`src/rtl/spi_listener.sv`:
```
// spi_listener: packs three SPI bytes (MSB first) into a 24-bit word and pulses an interrupt.
// Define SPI_LISTENER_TIMEOUT_EN to enable the inter-byte timeout that discards partial frames.
module spi_listener #(
  parameter int unsigned TIMEOUT = 100
) (
  input  logic        clk,
  input  logic        rst,
  input  logic        spi_slave_data_valid,
  input  logic [7:0]  spi_slave_byte,
  output logic [23:0] spi_data,
  output logic        spi_listener_interrupt,
  output logic [15:0] timeout_cnt
);

  typedef enum logic [1:0] {
    IDLE = 2'd0,
    GOT1 = 2'd1,
    GOT2 = 2'd2
  } state_t;

  localparam logic [15:0] TO_LAST = 16'(TIMEOUT - 1);

  state_t      state_q, state_d;
  logic [7:0]  b0_q, b0_d;
  logic [7:0]  b1_q, b1_d;
  logic [23:0] data_q, data_d;
  logic        irq_q, irq_d;
  logic [15:0] cnt_q, cnt_d;
  logic        expired_s;

`ifdef SPI_LISTENER_TIMEOUT_EN
  assign expired_s = (cnt_q == TO_LAST);
`else
  logic unused_timeout_s;
  assign unused_timeout_s = ^TO_LAST;
  assign expired_s        = 1'b0;
`endif

  always_ff @(posedge clk or posedge rst) begin
    if (rst) begin
      state_q <= IDLE;
      b0_q    <= 8'd0;
      b1_q    <= 8'd0;
      data_q  <= 24'd0;
      irq_q   <= 1'b0;
      cnt_q   <= 16'd0;
    end else begin
      state_q <= state_d;
      b0_q    <= b0_d;
      b1_q    <= b1_d;
      data_q  <= data_d;
      irq_q   <= irq_d;
      cnt_q   <= cnt_d;
    end
  end

  always_comb begin
    state_d = state_q;
    b0_d    = b0_q;
    b1_d    = b1_q;
    data_d  = data_q;
    irq_d   = 1'b0;
    cnt_d   = cnt_q;

    case (state_q)
      IDLE: begin
        cnt_d = 16'd0;
        if (spi_slave_data_valid) begin
          b0_d    = spi_slave_byte;
          state_d = GOT1;
        end else begin
          state_d = IDLE;
        end
      end

      GOT1, GOT2: begin
        if (spi_slave_data_valid) begin
          // A strobe always wins over the timeout threshold.
          cnt_d = 16'd0;
          if (state_q == GOT1) begin
            b1_d    = spi_slave_byte;
            state_d = GOT2;
          end else begin
            data_d  = {b0_q, b1_q, spi_slave_byte};
            irq_d   = 1'b1;
            state_d = IDLE;
          end
        end else if (expired_s) begin
          cnt_d   = 16'd0;
          state_d = IDLE;
        end else begin
`ifdef SPI_LISTENER_TIMEOUT_EN
          cnt_d = cnt_q + 16'd1;
`else
          cnt_d = 16'd0;
`endif
        end
      end

      default: begin
        state_d = IDLE;
        cnt_d   = 16'd0;
      end
    endcase
  end

  assign spi_data               = data_q;
  assign spi_listener_interrupt = irq_q;
  assign timeout_cnt            = cnt_q;

endmodule

```
`config.mk`:
```
export PLATFORM = sky130hd
export DESIGN_NAME = spi_listener
export DESIGN_NICKNAME = d
export VERILOG_FILES = /design/src/rtl/spi_listener.sv
export SDC_FILE = /design/constraint.sdc
export NUM_CORES = 1
export LEC_CHECK = 0
export ABC_AREA = 1
export CELL_PAD_IN_SITES_DETAIL_PLACEMENT = 0
export CELL_PAD_IN_SITES_GLOBAL_PLACEMENT = 1
export CORE_MARGIN = 2
export CORE_UTILIZATION = 37
export CTS_BUF_LIST = sky130_fd_sc_hd__clkbuf_8
export CTS_CLUSTER_SIZE = 8
export DETAILED_ROUTE_END_ITERATION = 8
export GPL_TIMING_DRIVEN = 0
export HOLD_SLACK_MARGIN = 0.06
export PLACE_DENSITY = 0.88
export SYNTH_ARGS = -nofsm -noshare
export SYNTH_HDL_FRONTEND = slang
export SYNTH_SLANG_ARGS = --single-unit
export TNS_END_PERCENT = 1
```
`constraint.sdc`:
```
create_clock -name clk -period 1.57 [get_ports clk]
set_clock_uncertainty 0.05 [all_clocks]
set_input_delay 0.2355 -clock clk [delete_from_list [all_inputs] [get_ports clk]]
set_output_delay 0.2355 -clock clk [all_outputs]
set_load 0.02 [all_outputs]
```
==> flow_metrics.env <==
export IMPL_synth_seq_area_share_pct=56.1
export IMPL_worst_path_largest_cell_delay_ns=0.60
export IMPL_post_dp_cell_area_mm2=0.00240
export IMPL_finalCriticalPeriod_ns=1.54
export IMPL_critical_path_class="flip-flop to primary output"
export IMPL_tritoncts="yes"
export IMPL_critPathTopFamily="buffers and inverters"
export IMPL_drive_gt1_share_pct=19.0
export IMPL_r2r_slack_ns=0.07
export IMPL_fp_dieW_um=76
export IMPL_cp_slowest_cell="clkdlybuf4s50_1"
export IMPL_p_sw_mw=1.94
export IMPL_drc_errors=0
export IMPL_synth_common_cells="nand2_1 (66), dfrtp_1 (43), nand4_1 (24)"
export IMPL_dp_worst_setup_slack_ns=-0.00628
export IMPL_first_iter_violations=70
export IMPL_critPathRequiredTime_ns=1.28
export IMPL_irDropWorstVdd_mv=0.816
export IMPL_dp_hpwl_mm=2.76
export IMPL_r2r_cells=7
export IMPL_synthFlopType="dfrtp_1"
export IMPL_cts_root_buf="clkbuf_8"
export IMPL_final_cell_count_no_fill=328
export IMPL_fin_crit_sh_pct=97.9
export IMPL_h_tree_depth=2
export IMPL_reg2reg_from="state_q[0]"
export IMPL_diodes=0
export IMPL_seqPwrFrac_pct=38.5
export IMPL_use_met3_pct=4.27
export IMPL_synth_async_sr_flop_share_pct=100
export IMPL_leakage_nw=1.45
export IMPL_maxCapViolations=0
export IMPL_overflow=0
export IMPL_grt_max_degree=44
export IMPL_dieArea_mm2=0.00578
export IMPL_place_congestion=0.780
export IMPL_cts_buffer_depth=2
export IMPL_antenna_found_initial=0
export IMPL_ioPinCount=52
export IMPL_tightest_slew_ns=0.860
export IMPL_synth_warnings=0
export IMPL_pwr_share_clk_pct=13.9
export IMPL_grt_usage_pct=13.5
export IMPL_synth_area_top_cells="dfrtp_1 (56%), nand2_1 (13%), nand4_1 (7.8%)"
export IMPL_p_per_area_mw_per_mm2=1900
export IMPL_cp_end_kind="primary output"
export IMPL_cp_start_kind="flip-flop"
export IMPL_port_buffers=34
export IMPL_hold_viol_final=0
export IMPL_clock_sinks=43
export IMPL_finalInstanceArea_mm2=0.00253
export IMPL_synth_most_common_cell="nand2_1"
export IMPL_final_nets=271
export IMPL_area_growth_pct=31.9
export IMPL_max_freq_ghz=0.650
export IMPL_avgSynthCellArea_um2=9.59
export IMPL_wl_per_cell_um=11.4
export IMPL_use_met2_pct=22.0
export IMPL_switching_share_pct=40.4
export IMPL_vias=1439
export IMPL_netlist_instances=200
export IMPL_met1_usage_pct=17.3
export IMPL_setup_violations=0
export IMPL_ys_seq_elements=43
export IMPL_synth_edf_count=0
export IMPL_hold_class="primary input to flip-flop"
export IMPL_relSlewSlack_pct=42.6
export IMPL_holdPathStages=3
export IMPL_initial_core_util_pct=38.0
export IMPL_grt_pass1_vias=1384
export IMPL_final_antenna_net_count=0
export IMPL_synth_top_cell_area_share_pct=56.1
export IMPL_layout_setup_ws_ns=0.0325
export IMPL_rsz0062_at_grt="true"
export IMPL_clock_latency_ns=0.29
export IMPL_core_area_mm2=0.00504
export IMPL_synth_distinct_cells=16
export IMPL_drt_vias_per_instance=4.39
export IMPL_yosys_area_top_type="dfrtp_1"
export IMPL_first_pass_iters=4
export IMPL_die_h_um=76
export IMPL_p_int_mw=2.87
export IMPL_critPathBufInv=1
export IMPL_numCtsBuffers=5
export IMPL_fillers=505
export IMPL_cp_depth=1
export IMPL_grt_pass1_wl_mm=6.24
export IMPL_rows=26
export IMPL_min_delay_start="spi_slave_data_valid"
export IMPL_wl_mm=3.74
export IMPL_netlist_area_mm2=0.00192
export IMPL_cp_arrival_ns=1.25
export IMPL_status="complete, no violations"
export IMPL_min_to="spi_data[0]"
export IMPL_clk_pin_slew_ns=0.08
export IMPL_path_cells="clkdlybuf4s50_1"
export IMPL_slew_viol_final=0
export IMPL_r2r_end="spi_data[16]"
export IMPL_postCtsHoldBufs=0
export IMPL_comb_power_share_pct=47.6
export IMPL_timing_hold_ws_ns=0.196
export IMPL_globalRoute_busiestLayer="met2"
export IMPL_placedCellCount=319
export IMPL_crit_fanout=2
[cell families (layout without fill, tap and decap cells)]
family,after synthesis,after routing,synth area share (%)
simple gates,93,93,22.6
compound gates,18,18,6.26
fa+ha+maj,3,3,1.96
flops,43,43,56.1
other cells,1,16,0.196
buf+inv,42,85,12.9
[cell usage in the layout (no fill, tap or decap)]
cell             count
clkinvlp_4           1
nand2_1             66
dlymetal6s2s_1      12
inv_2                2
buf_4               20
clkbuf_8             5
nand2_2              1
nand3_4              1
nand2_4              1
inv_1               13
nand4_1             24
buf_2                7
conb_1              16
ha_1                 3
buf_6                2
dfrtp_1             43
clkdlybuf4s50_1     22
o21ai_2              8
o21ai_1              8
o21ai_0              2
clkinv_2             1
[layout make-up]
type,count,area (µm²),area share [%]
Sequential cell,43,1080,42.5
Multi-Input combinational cell,130,651,25.7
Timing Repair Buffer,35,378,14.9
Buffer,28,200,7.91
Tap cell,70,87.6,3.46
Clock buffer,5,68.8,2.72
Inverter,14,52.6,2.08
Clock inverter,3,16.3,0.643
[layer usage]
| layer | wire length (µm) | vias to the layer above |
|---|---|---|
| li1 | - | 729 |
| met1 | 1750 | 667 |
| met2 | 1750 | 37 |
| met3 | 187 | 6 |
| met4 | 56 | 0 |
| met5 | 0 | - |
[worst max path at each step]
stage / startpoint / to / slack [ns]
final: spi_data[10] / spi_data[10] / 0.03
after global routing: state_q[0] / spi_data[10] / -0.04
after CTS: spi_data[7] / spi_data[7] / 0.008
after detailed placement: state_q[0] / spi_data[9] / -0.006
after global placement: rst / spi_data[0] / -0.55
after floorplan: state_q[0] / spi_data[10] / 0.21
[power groups by stage]
stage / Sequential [mW] / Clock (mW) / Combinational, mW
2_1_floorplan: 2.17 / 0 / 1.15
3_3_place_gp: 1.87 / 0 / 2.26
3_5_place_dp: 1.88 / 0 / 2.30
4_1_cts: 1.86 / 0.687 / 2.32
5_1_grt: 1.91 / 0.728 / 2.53
6_report: 1.85 / 0.667 / 2.29
[flip-flops by register name (all words and copies together), names as in the netlist]
name,count
b1_q,8
spi_data,24
b0_q,8
state_q,2
spi_listener_interrupt,1
[stage by stage]
stage / util, % / TNS (ns) / power [mW]
2_1_floorplan: - / 0 / 3.31
3_3_place_gp: 47.6 / -23.40 / 4.12
3_5_place_dp: 47.6 / -0.0121 / 4.18
4_1_cts: 49.4 / 0 / 4.87
5_1_grt: 50.2 / -0.332 / 5.16
6_report: 50.2 / 0 / 4.81
[repair_timing]
item,in CTS,in global routing
resized for setup,1,14
setup endpoints to repair,8,32
buffers inserted,0,1
(Power assumes the default switching activity.)
